**src/rtl/alu_pkg.sv**
```systemverilog
// ---------------------------------------------------------------------------
// alu_pkg
// Shared definitions for the ALU and its built-in self-test sequencer.
//   - ALU opcode constants
//   - bit positions of the ALU flags inside a 3-bit flag vector
//   - the self-test vector record and a helper to build one
//   - the sequencer FSM state encoding
// ---------------------------------------------------------------------------
package alu_pkg;

    localparam logic [4:0] OP_ADD = 5'b00000;
    localparam logic [4:0] OP_SUB = 5'b00001;
    localparam logic [4:0] OP_AND = 5'b00010;
    localparam logic [4:0] OP_OR  = 5'b00011;
    localparam logic [4:0] OP_SLL = 5'b00100;
    localparam logic [4:0] OP_SRA = 5'b00101;

    // Flag vector layout is {isNotEqual, isLessThan, overflow}
    localparam int FLAG_NE = 2;
    localparam int FLAG_LT = 1;
    localparam int FLAG_OV = 0;

    typedef struct packed {
        logic [31:0] opA;
        logic [31:0] opB;
        logic [4:0]  opcode;
        logic [4:0]  shamt;
        logic [31:0] exp_result;
        logic [2:0]  exp_flags;
        logic [2:0]  flag_mask;
    } bist_vector_t;

    typedef enum logic [2:0] {
        ST_IDLE,
        ST_DRIVE,
        ST_WAIT,
        ST_CHECK,
        ST_DONE
    } bist_state_t;

    function automatic bist_vector_t make_vector(
        input logic [31:0] op_a,
        input logic [31:0] op_b,
        input logic [4:0]  opcode,
        input logic [4:0]  shamt,
        input logic [31:0] exp_result,
        input logic [2:0]  exp_flags,
        input logic [2:0]  flag_mask
    );
        bist_vector_t v;
        v.opA        = op_a;
        v.opB        = op_b;
        v.opcode     = opcode;
        v.shamt      = shamt;
        v.exp_result = exp_result;
        v.exp_flags  = exp_flags;
        v.flag_mask  = flag_mask;
        return v;
    endfunction

endpackage

```
**src/rtl/alu_bist_sequencer_if.sv**
```systemverilog
// ---------------------------------------------------------------------------
// alu_bist_sequencer_if
// Bus between the self-test sequencer and the combinational ALU.
//   alu_operandA/B, alu_opcode, alu_shiftamt : sequencer -> ALU
//   alu_result, alu_isNotEqual, alu_isLessThan, alu_overflow : ALU -> sequencer
// master = sequencer side, slave = ALU side.
// ---------------------------------------------------------------------------
interface alu_bist_sequencer_if;

    logic [31:0] alu_operandA;
    logic [31:0] alu_operandB;
    logic [4:0]  alu_opcode;
    logic [4:0]  alu_shiftamt;
    logic [31:0] alu_result;
    logic        alu_isNotEqual;
    logic        alu_isLessThan;
    logic        alu_overflow;

    modport master (
        output alu_operandA,
        output alu_operandB,
        output alu_opcode,
        output alu_shiftamt,
        input  alu_result,
        input  alu_isNotEqual,
        input  alu_isLessThan,
        input  alu_overflow
    );

    modport slave (
        input  alu_operandA,
        input  alu_operandB,
        input  alu_opcode,
        input  alu_shiftamt,
        output alu_result,
        output alu_isNotEqual,
        output alu_isLessThan,
        output alu_overflow
    );

endinterface

```
**src/rtl/alu_bist_vector_rom.sv**
```systemverilog
// ---------------------------------------------------------------------------
// alu_bist_vector_rom
// Combinational lookup of the ALU self-test vectors.
//   index : vector number (IDX_W bits)
//   vec   : operands, opcode, shift amount, expected result/flags, flag mask
// Indices past the last stored entry return an all-zero vector (ADD 0+0 with
// no flags checked), which any working ALU passes.
// ---------------------------------------------------------------------------
module alu_bist_vector_rom
    import alu_pkg::*;
#(
    parameter int IDX_W = 4
) (
    input  logic [IDX_W-1:0] index,
    output bist_vector_t     vec
);

    logic [31:0] idx_ext;

    assign idx_ext = 32'(index);

    // Flags are listed in full; the mask picks which ones the check uses.
    // Shift and logic ops leave flags unchecked because the ALU only defines
    // them for add/subtract.
    always_comb begin
        vec = '0;
        case (idx_ext)
            32'd0:  vec = make_vector(32'h000000AA, 32'h11111100, OP_ADD, 5'd0,  32'h111111AA, 3'b110, 3'b001);
            32'd1:  vec = make_vector(32'h76543210, 32'h12345678, OP_SUB, 5'd0,  32'h641FDB98, 3'b100, 3'b111);
            32'd2:  vec = make_vector(32'h00000001, 32'h00000000, OP_SLL, 5'd4,  32'h00000010, 3'b100, 3'b000);
            32'd3:  vec = make_vector(32'h80000000, 32'h00000000, OP_SRA, 5'd4,  32'hF8000000, 3'b110, 3'b000);
            32'd4:  vec = make_vector(32'h80000000, 32'h00000001, OP_SUB, 5'd0,  32'h7FFFFFFF, 3'b111, 3'b111);
            32'd5:  vec = make_vector(32'hFFFFFFFF, 32'h0000AAAA, OP_AND, 5'd0,  32'h0000AAAA, 3'b110, 3'b000);
            32'd6:  vec = make_vector(32'h0F0F0000, 32'h0000F0F0, OP_OR,  5'd0,  32'h0F0FF0F0, 3'b100, 3'b000);
            32'd7:  vec = make_vector(32'h7FFFFFFF, 32'h00000001, OP_ADD, 5'd0,  32'h80000000, 3'b101, 3'b001);
            32'd8:  vec = make_vector(32'h00000005, 32'h00000005, OP_SUB, 5'd0,  32'h00000000, 3'b000, 3'b111);
            32'd9:  vec = make_vector(32'h00000003, 32'h00000007, OP_SUB, 5'd0,  32'hFFFFFFFC, 3'b110, 3'b111);
            32'd10: vec = make_vector(32'hFFFFFFFF, 32'h00000001, OP_ADD, 5'd0,  32'h00000000, 3'b110, 3'b001);
            32'd11: vec = make_vector(32'hFFFFFFFF, 32'h00000000, OP_SLL, 5'd31, 32'h80000000, 3'b110, 3'b000);
            32'd12: vec = make_vector(32'h40000000, 32'h00000000, OP_SRA, 5'd30, 32'h00000001, 3'b100, 3'b000);
            32'd13: vec = make_vector(32'h7FFFFFFF, 32'hFFFFFFFF, OP_SUB, 5'd0,  32'h80000000, 3'b101, 3'b111);
            32'd14: vec = make_vector(32'h80000000, 32'h80000000, OP_ADD, 5'd0,  32'h00000000, 3'b001, 3'b001);
            32'd15: vec = make_vector(32'h12345678, 32'hF0F0F0F0, OP_AND, 5'd0,  32'h10305070, 3'b100, 3'b000);
            default: vec = '0;
        endcase
    end

endmodule

```
**src/rtl/alu_bist_sequencer.sv**
```systemverilog
// ---------------------------------------------------------------------------
// alu_bist_sequencer
// Built-in self-test initiator for the combinational ALU. Replays the vector
// ROM one entry at a time, lets the ALU settle, then compares result and
// masked flags against the expected values.
//   clock, reset_n : rising-edge clock, asynchronous active-low reset
//   start          : begin a run (honoured only in IDLE or DONE)
//   abort          : synchronous return to IDLE, wins over start
//   alu            : master side of the ALU bus (drive operands, read result)
//   busy           : run in progress
//   done           : run complete, held until the next start or abort
//   pass           : valid with done, 1 when no vector failed
//   error_count    : saturating count of failing vectors
//   fail_index     : index of the first failing vector
// ---------------------------------------------------------------------------
module alu_bist_sequencer
    import alu_pkg::*;
#(
    parameter int NUM_VECTORS   = 16,
    parameter int SETTLE_CYCLES = 1,
    parameter int ERR_W         = 8,
    localparam int IDX_W = (NUM_VECTORS > 1) ? $clog2(NUM_VECTORS) : 1
) (
    input  logic                 clock,
    input  logic                 reset_n,
    input  logic                 start,
    input  logic                 abort,
    alu_bist_sequencer_if.master alu,
    output logic                 busy,
    output logic                 done,
    output logic                 pass,
    output logic [ERR_W-1:0]     error_count,
    output logic [IDX_W-1:0]     fail_index
);

    localparam int CNT_W = (SETTLE_CYCLES > 1) ? $clog2(SETTLE_CYCLES) : 1;
    localparam logic [IDX_W-1:0] LAST_INDEX = IDX_W'(NUM_VECTORS - 1);
    localparam logic [CNT_W-1:0] SETTLE_LOAD = CNT_W'(SETTLE_CYCLES - 1);
    localparam logic [ERR_W-1:0] ERR_MAX = {ERR_W{1'b1}};

    bist_state_t      state;
    logic [IDX_W-1:0] index;
    logic [CNT_W-1:0] wait_cnt;
    bist_vector_t     rom_vec;
    logic [2:0]       flags_obs;
    logic             vec_fail;

    alu_bist_vector_rom #(
        .IDX_W (IDX_W)
    ) u_rom (
        .index (index),
        .vec   (rom_vec)
    );

    // index is stable from DRIVE through CHECK, so the ROM output seen in
    // CHECK is the same record that was driven onto the ALU.
    always_comb begin
        flags_obs          = 3'b000;
        flags_obs[FLAG_NE] = alu.alu_isNotEqual;
        flags_obs[FLAG_LT] = alu.alu_isLessThan;
        flags_obs[FLAG_OV] = alu.alu_overflow;
    end

    assign vec_fail = (alu.alu_result != rom_vec.exp_result) ||
                      (((flags_obs ^ rom_vec.exp_flags) & rom_vec.flag_mask) != 3'b000);

    // Single sequencer FSM with all outputs registered. Abort is checked
    // ahead of the state case so it beats a simultaneous start. On entry to
    // DONE busy drops at once, while done/pass follow one cycle later so that
    // pass sees the error count including the last vector.
    always_ff @(posedge clock or negedge reset_n) begin
        if (!reset_n) begin
            state            <= ST_IDLE;
            index            <= '0;
            wait_cnt         <= '0;
            error_count      <= '0;
            fail_index       <= '0;
            busy             <= 1'b0;
            done             <= 1'b0;
            pass             <= 1'b0;
            alu.alu_operandA <= '0;
            alu.alu_operandB <= '0;
            alu.alu_opcode   <= '0;
            alu.alu_shiftamt <= '0;
        end else if (abort) begin
            state            <= ST_IDLE;
            busy             <= 1'b0;
            done             <= 1'b0;
            pass             <= 1'b0;
            alu.alu_operandA <= '0;
            alu.alu_operandB <= '0;
            alu.alu_opcode   <= '0;
            alu.alu_shiftamt <= '0;
        end else begin
            case (state)
                ST_IDLE, ST_DONE: begin
                    if (start) begin
                        state       <= ST_DRIVE;
                        index       <= '0;
                        error_count <= '0;
                        fail_index  <= '0;
                        pass        <= 1'b0;
                        done        <= 1'b0;
                        busy        <= 1'b1;
                    end else if (state == ST_DONE) begin
                        done <= 1'b1;
                        pass <= (error_count == '0);
                    end
                end
                ST_DRIVE: begin
                    alu.alu_operandA <= rom_vec.opA;
                    alu.alu_operandB <= rom_vec.opB;
                    alu.alu_opcode   <= rom_vec.opcode;
                    alu.alu_shiftamt <= rom_vec.shamt;
                    wait_cnt         <= SETTLE_LOAD;
                    state            <= ST_WAIT;
                end
                ST_WAIT: begin
                    if (wait_cnt == '0) begin
                        state <= ST_CHECK;
                    end else begin
                        wait_cnt <= wait_cnt - 1'b1;
                    end
                end
                ST_CHECK: begin
                    // error_count is still zero exactly when this is the first failure
                    if (vec_fail) begin
                        if (error_count != ERR_MAX) begin
                            error_count <= error_count + 1'b1;
                        end
                        if (error_count == '0) begin
                            fail_index <= index;
                        end
                    end
                    if (index == LAST_INDEX) begin
                        state <= ST_DONE;
                        busy  <= 1'b0;
                    end else begin
                        index <= index + 1'b1;
                        state <= ST_DRIVE;
                    end
                end
                default: begin
                    state <= ST_IDLE;
                end
            endcase
        end
    end

endmodule

```
**src/flat_wrapper.sv**
```systemverilog
// flat-port wrapper written by rule: the top's interface ports become plain ports
module alu_bist_sequencer_flat import alu_pkg::*;
#(
    parameter int NUM_VECTORS   = 16,
    parameter int SETTLE_CYCLES = 1,
    parameter int ERR_W         = 8,
    localparam int IDX_W = (NUM_VECTORS > 1) ? $clog2(NUM_VECTORS) : 1
)
  (clock, reset_n, start, abort, busy, done, pass, error_count, fail_index, alu_alu_operandA, alu_alu_operandB, alu_alu_opcode, alu_alu_shiftamt, alu_alu_result, alu_alu_isNotEqual, alu_alu_isLessThan, alu_alu_overflow);
  alu_bist_sequencer_if alu_i ();
  input  logic clock;
  input  logic reset_n;
  input  logic start;
  input  logic abort;
  output logic busy;
  output logic done;
  output logic pass;
  output logic [ERR_W-1:0] error_count;
  output logic [IDX_W-1:0] fail_index;
  output wire logic [$bits(alu_i.alu_operandA)-1:0] alu_alu_operandA;
  output wire logic [$bits(alu_i.alu_operandB)-1:0] alu_alu_operandB;
  output wire logic [$bits(alu_i.alu_opcode)-1:0] alu_alu_opcode;
  output wire logic [$bits(alu_i.alu_shiftamt)-1:0] alu_alu_shiftamt;
  input wire logic [$bits(alu_i.alu_result)-1:0] alu_alu_result;
  input wire logic [$bits(alu_i.alu_isNotEqual)-1:0] alu_alu_isNotEqual;
  input wire logic [$bits(alu_i.alu_isLessThan)-1:0] alu_alu_isLessThan;
  input wire logic [$bits(alu_i.alu_overflow)-1:0] alu_alu_overflow;
  assign alu_alu_operandA = alu_i.alu_operandA;
  assign alu_alu_operandB = alu_i.alu_operandB;
  assign alu_alu_opcode = alu_i.alu_opcode;
  assign alu_alu_shiftamt = alu_i.alu_shiftamt;
  assign alu_i.alu_result = alu_alu_result;
  assign alu_i.alu_isNotEqual = alu_alu_isNotEqual;
  assign alu_i.alu_isLessThan = alu_alu_isLessThan;
  assign alu_i.alu_overflow = alu_alu_overflow;
  alu_bist_sequencer #(.NUM_VECTORS(NUM_VECTORS), .SETTLE_CYCLES(SETTLE_CYCLES), .ERR_W(ERR_W)) u_core (.clock(clock), .reset_n(reset_n), .start(start), .abort(abort), .alu(alu_i), .busy(busy), .done(done), .pass(pass), .error_count(error_count), .fail_index(fail_index));
endmodule
```
**config.mk**
```make
export PLATFORM = sky130hd
export DESIGN_NAME = alu_bist_sequencer_flat
export DESIGN_NICKNAME = d
export VERILOG_FILES = /design/src/rtl/alu_pkg.sv /design/src/rtl/alu_bist_sequencer_if.sv /design/src/rtl/alu_bist_vector_rom.sv /design/src/rtl/alu_bist_sequencer.sv /design/src/flat_wrapper.sv
export SDC_FILE = /design/constraint.sdc
export NUM_CORES = 1
export LEC_CHECK = 0
export BUFFER_PORTS_ARGS = -buffer_cell sky130_fd_sc_hd__buf_2
export CORE_UTILIZATION = 26
export DETAILED_ROUTE_END_ITERATION = 7
export GPL_TIMING_DRIVEN = 1
export MAX_ROUTING_LAYER = met4
export PLACE_DENSITY = 0.5
export SLEW_MARGIN = 25
export SYNTH_ARGS = -nofsm -noshare
export SYNTH_HDL_FRONTEND = slang
export SYNTH_SLANG_ARGS = --single-unit
export TNS_END_PERCENT = 5
```
**constraint.sdc**
```tcl
create_clock -name clock -period 4.15 [get_ports clock]
set_input_delay 0.2075 -clock clock [delete_from_list [all_inputs] [get_ports clock]]
set_output_delay 0.2075 -clock clock [all_outputs]
set_load 0.01 [all_outputs]
```
# Yosys cells after proc, flatten, opt, wreduce, memory -nomap -nowiden
# Memory sizes are Yosys's and may differ from the RTL's.
# Index checks and enable logic that the tools add are counted.
totals:
  elab_cells: 89
  in_bits: 39
  mem_count: 1
  mem_bits_ro: 1760
  reg_bits: 97
  output_inout_bits: 89
classes:
  reduce_logical: 18
  n_eq_ne: 15
  mux: 37
  add_sub_neg: 3
  n_bitwise: 3
mem_list:
  columns: ["name", "depth", "word_bits", "rd", "rd_ports_with_merged_regs", "write_ports", "line", "text"]
  rows:
  - ["(no name shown)", 16, 110, 1, 0, 0, "alu_bist_vector_rom.sv:27", "case (idx_ext)"]
ops:
  columns: ["operator", "n"]
  rows:
  - ["two-way mux 32 bit", 4]
  - ["!= test 32 bit", 1]
  - ["two-way mux 8 bit", 3]
  - ["two-way mux 5 bit", 4]
  - ["two-way mux 4 bit", 4]
  - ["one-hot mux 4 bit (2 select lines)", 2]
  - ["one-hot mux 8 bit (2 select lines)", 1]
  - ["two-way mux 1 bit", 12]
  - ["two-way mux 3 bit", 4]
  - ["one-hot mux 3 bit (4 select lines)", 1]
  - ["AND reduction 5 bit", 2]
  - ["nonzero test 3 bit", 3]
  - ["adder 8 x 1 -> 8 bit (second input constant)", 1]
  - ["zero test 8 bit", 1]
  - ["!= test 8 bit (second input constant)", 1]
  - ["nonzero test 2 bit", 4]
  - ["equality test 3 x 2 -> 1 bit (second input constant)", 2]
  - ["!= test 2 x 1 -> 1 bit (second input constant)", 3]
  - ["!= test 3 bit (second input constant)", 2]
  - ["AND reduction 2 bit", 3]
  - ["adder 4 x 1 -> 4 bit (second input constant)", 1]
  - ["equality test 4 bit (second input constant)", 1]
  - ["!= test 2 bit (second input constant)", 2]
  - ["one-hot mux 1 bit (2 select lines)", 2]
  - ["other kinds (12)", 12]

# Logic depth before layout (Yosys ltp)
# An unclocked memory read counts as a cell.
logic_depth:
  ltp_word: 7
  ltp_mapped: 13
  mapped_depth_nobuf: 10

# Hierarchy
# Synthesis repeated with hierarchy kept, for this count alone.
hier_totals:
  hier_cells: 557
  area_unflattened_um2: 5540.3
by_module_without_submodules:
  columns: ["mod", "seq_area_each_um2", "area_each_um2", "cells_each", "instances"]
  rows:
  - ["alu_bist_sequencer", 2402.3, 4151.5, 341, 1]
  - ["alu_bist_vector_rom", 0.0, 1388.8, 216, 1]

# Least setup slack after synthesis
# No wires, ideal clock.
synth_path:
  kind: "register to register"
  startpoint: "register u_core.index[1]"
  endpoint: "register u_core.fail_index[0]"
  path_stages_with_launch: 14
  period_less_slack_ps: 3160
  setup_slack_ps: 990
  n_path_buf: 3
  setup_time_ps: 125
  required_time_ps: 4025
  t_arrival_ps: 3035
  cell_sequence: "dfrtp_1 -> buf_6 -> inv_1 -> ha_1 -> buf_2 -> nand2_1 -> o21ai_0 -> mux2i_1 -> a2111oi_2 -> nand4_1 -> or4_4 -> buf_6 -> nand3_4 -> mux2_4"
synth_between:
  elab_chain_cells: 7
  elab_cells_between_ends: 8
  cone_classes: "eq/ne (2); bitwise (2); reduce/logical (3); memory (1)"
synth_rtl:
  columns: ["item", "line", "text"]
  rows:
  - ["from (decl)", "alu_bist_sequencer.sv:42", "logic [IDX_W-1:0] index;"]
  - ["from (signal assigned)", "alu_bist_sequencer.sv:139", "index <= index + 1'b1;"]
  - ["memory (16 x 110 bit) (*)", null, null]
  - ["bitwise XOR 3 bit", "alu_bist_sequencer.sv:65", "(((flags_obs ^ rom_vec.exp_flags) & rom_vec.flag_mask) != 3'b000);"]
  - ["AND 3 bit", "alu_bist_sequencer.sv:65", null]
  - ["nonzero test 3 bit", "alu_bist_sequencer.sv:65", null]
  - ["logical OR 1 bit (*)", "alu_bist_sequencer.sv:64", "assign vec_fail = (alu.alu_result != rom_vec.exp_result) ||"]
  - ["!= test 2 x 1 -> 1 bit (no source line) (*)", null, null]
  - ["AND reduction 5 bit (no source line) (*)", null, null]
  - ["to (signal assigned)", "alu_bist_sequencer.sv:132", "fail_index <= index;"]
  - ["to (decl)", "alu_bist_sequencer.sv:33", "output logic [IDX_W-1:0] fail_index"]
# Mark *: on every way between the ends. The rest lies on a longest branch, timed or not.
# A chain may end at the register's enable or synchronous reset.

# Worst setup path after layout
layout_path:
  startpoint: "register u_core.index[1]"
  endpoint: "register u_core.error_count[0]"
layout_between:
  elab_chain_cells: 7
  elab_cells_between_ends: 8
  cone_classes: "eq/ne (2); bitwise (2); reduce/logical (3); memory (1)"
layout_rtl:
  columns: ["item", "line", "text"]
  rows:
  - ["memory (16 x 110 bit) (*)", null, null]
  - ["bitwise XOR 3 bit", "alu_bist_sequencer.sv:65", null]
  - ["AND 3 bit", "alu_bist_sequencer.sv:65", null]
  - ["nonzero test 3 bit", "alu_bist_sequencer.sv:65", null]
  - ["logical OR 1 bit (*)", "alu_bist_sequencer.sv:64", null]
  - ["!= test 2 x 1 -> 1 bit (no source line) (*)", null, null]
  - ["AND reduction 5 bit (no source line) (*)", null, null]
  - ["to (signal assigned)", "alu_bist_sequencer.sv:129", "error_count <= error_count + 1'b1;"]
  - ["to (decl)", "alu_bist_sequencer.sv:32", "output logic [ERR_W-1:0] error_count,"]
# Marks and branches as above.

==> summary.md <==
| Metric | Value |
|---|---|
| Status | finished clean |
| Data required, critical path | 4.39 ns |
| Startpoint types | flop |
| Worst min path class | in2reg |
| Routed WL per cell | 16.10 um |
| Worst hold slack | 0.1768 ns |
| Fill cells | 1,667 |
| EDFF count, synth | 0 |
| PwrDens | 358.4 nW/um2 |
| Final TNS setup | 0 ns |
| Met1 GRT Util | 0.2070 |
| Diodes inserted | 0 |
| Met2 Use GR | 0.2707 |
| DRC Markers | 0 |
| Vias in the first global route | 3,729 |
| Yosys top cell area share | 0.3481 |
| Cell area after layout | 5012 um2 |
| CTS Sinks | 57 |
| Placed Area | 4672 um2 |
| Cells after Synth | 486 |
| 1st-pass router iterations | 4 |
| Nets | 629 |
| CTS tree | yes |
| Post-synthesis register bit count | 57 |
| Lkg Pwr | 0.002438 uW |
| Leading cell type in the layout, fill and taps excluded | buf_2 |
| Compound-Gate Fraction of Synth Area | 0.2153 |
| Ys flop type | dfrtp_1 |
| Via/cell ratio | 4.849 |
| Number of I/O pins | 128 |
| Total global-route track usage | 0.1649 |
| Number of H-tree levels | 3 |
| Synth-to-Final Area Change | 22.32% |
| Crit Path Class | reg2reg |
| Initial core utilization | 0.2676 |
| Power Total | 1796 uW |
| Pre-CTS setup slack | 0.6223 ns |
| Relative slew slack | 0.3420 |
| Synth Area in Simple Gates | 0.1936 |
| Syn. warnings | 0 |
| Synth top area cells | dfrtp_1 (35%), buf_4 (7.3%), o21ai_0 (5.7%), nand2_1 (5.2%), ha_1 (5.2%) |
| Final period util | 0.8675 |
| GR Util met3 | 0.03183 |
| Share of cells above drive strength 1 | 0.3010 |
| GP Congestion | 0.8612 |
| Gr busiest metal | met2 |
| WHS Path Cells | 3 |
| Die area | 16,270 um2 |
| DR iter-0 viols | 195 |
| Arrival time worst endpoint | 3.84 ns |
| CORE AREA | 15,310 um2 |
| Number of port buffers | 125 |
| Slew @ Worst Pin | 0.9766 ns |
| CP Max Fanout | 12 |
| Shortest period the worst path allows | 3.600 ns |
| Synth cell types | 60 |
| Final-report hold violation count | 0 |
| Final HPWL DP | 9.530 mm |
| Most frequent cells in the layout | buf_2 (125), nand2_1 (57), dfrtp_1 (57) |
| Post-synthesis adder-cell area fraction | 0.05191 |
| FMAX | 0.2778 GHz |
| Pin count of the biggest net entering global routing | 36 |
| Final worst setup slack | 0.5501 ns |
| Max-cap viol count | 0 |
| Synth Area in XOR/XNOR | 0.04275 |
| Max VDD drop | 0.1898 mV |
| # Post-CTS Setup Buffers | 0 |
| Largest area contributor in the netlist | dfrtp_1 |
| CTS Hold Bufs | 1 |
| Synthesized cell area | 4098 um2 |
| Crit. End Element | flop |
| Worst skew pair latency | 0.33 ns |
| Final number of setup-violating endpoints | 0 |
| Syn Area/Cell | 8.431 um2 |
| Maximum root-to-sink buffer count | 2 |
| Root Buffer | clkbuf_16 |
| Num CTS Buffers | 9 |
| Number of gates resized after CTS | 0 |
| Ys async rst share | 1.000 |
| Via count | 3,826 |
| Largest family of logic cells by synthesized area | compound AO/OA/AOI/OAI gates |
| DRT antenna net count | 0 |
| Setup Skew | 0.007111 ns |
| Initial antenna violation count | 0 |
| FP Rows | 45 |
| Die H | 127.5 um |
| RSZ-0062 raised after global routing | no |
| Clock-pin slew on the worst setup and hold paths | 0.05 ns |
| GRT overflow | 0 |
| Mux contribution to synthesized area | 0.02962 |
| Chip width | 127.5 um |
| Global-route wire length before repair | 20.33 mm |
| Register area share after synthesis | 0.3481 |
| DRT Wirelength | 12.71 mm |
| FF-to-FF path depth | 10 |
| Slew Viols, Final | 0 |
## critical path: stages, from the launching register on
cell,delay [ns]
dfrtp_1,0.37
inv_1,0.28
ha_1,0.52
nand2_1,0.23
o21ai_0,0.28
mux2i_1,0.14
a2111oi_2,0.31
nand4_1,0.15
or4_4,0.67
and2_0,0.33
o221ai_2,0.22
## cell families (layout without fill, tap and decap cells)
kind of cell / Yosys count / after routing
flip-flops: 57 / 57
AND/OR/NAND/NOR: 163 / 163
XOR/XNOR: 20 / 20
multiplexers: 10 / 10
adder cells (fa/ha/maj): 17 / 17
AO/OA/AOI/OAI: 140 / 140
buffers and inverters: 78 / 169
other: 1 / 2
## path summary, 6_finish.rpt
check,start,to,slack [ns]
max in group asynchronous,reset_n,u_core.done$_DFFE_PN0P_,2.84
hold reg to reg,u_core.alu.alu_operandA[0]$_DFFE_PN0P_,u_core.alu.alu_operandA[0]$_DFFE_PN0P_,0.48
hold / removal,start,u_core.busy$_DFFE_PN0P_,0.18
min in group asynchronous,reset_n,u_core.alu.alu_operandB[11]$_DFFE_PN0P_,0.47
setup reg to reg,u_core.index[1]$_DFFE_PN0P_,u_core.error_count[0]$_DFFE_PN0P_,0.55
setup / recovery,u_core.index[1]$_DFFE_PN0P_,u_core.error_count[0]$_DFFE_PN0P_,0.55
## registers in the layout, indices dropped and copies added, names as in the netlist, 2 cells and up
name,cells
u_core.alu.alu_opcode,2
u_core.alu.alu_operandA,14
u_core.alu.alu_operandB,16
u_core.alu.alu_shiftamt,3
u_core.error_count,8
u_core.fail_index,4
u_core.index,4
u_core.state,3
## area by class of cell
| class | instances | area, um2 | area share |
|---|---|---|---|
| well taps | 211 | 264.0 | 0.05267 |
| repair buffers | 142 | 755.7 | 0.1508 |
| clock buffers | 10 | 239.0 | 0.04768 |
| inverters | 11 | 41.29 | 0.008238 |
| clock inverters | 6 | 91.34 | 0.01822 |
| multi-input cells | 352 | 2195 | 0.4378 |
| flip-flops and latches | 57 | 1426 | 0.2846 |
## per-layer routing
metal / vias to the layer above / wire [um]
met2: 117 / 6244
li1: 1869 / -
met4: 0 / 169
met5: - / 0
met3: 15 / 635
met1: 1825 / 5656
## cells in the mapped netlist (7+ instances only)
| master | n |
|---|---|
| dfrtp_1 | 57 |
| nand2_1 | 57 |
| o21ai_0 | 47 |
| nor2_1 | 41 |
| buf_4 | 40 |
| a21oi_1 | 34 |
| ha_1 | 17 |
| clkbuf_1 | 14 |
| xnor2_1 | 12 |
| a31oi_1 | 10 |
| inv_1 | 10 |
| nand3_1 | 10 |
| buf_2 | 8 |
| xor2_1 | 8 |
| and3_1 | 7 |
| o31ai_1 | 7 |
## per-stage QoR
stage          utilization  cells
2_1_floorplan            -    487
3_3_place_gp        0.3051    772
3_5_place_dp        0.3051    772
4_1_cts             0.3273    789
5_1_grt             0.3273    789
6_report            0.3273    789
## power breakdown
part           switching (uW)  internal (uW)
clock network             272            542
logic                     231            142
registers                26.2            582
total                     530           1270
Note: power is estimated with default switching activity, not from simulation.
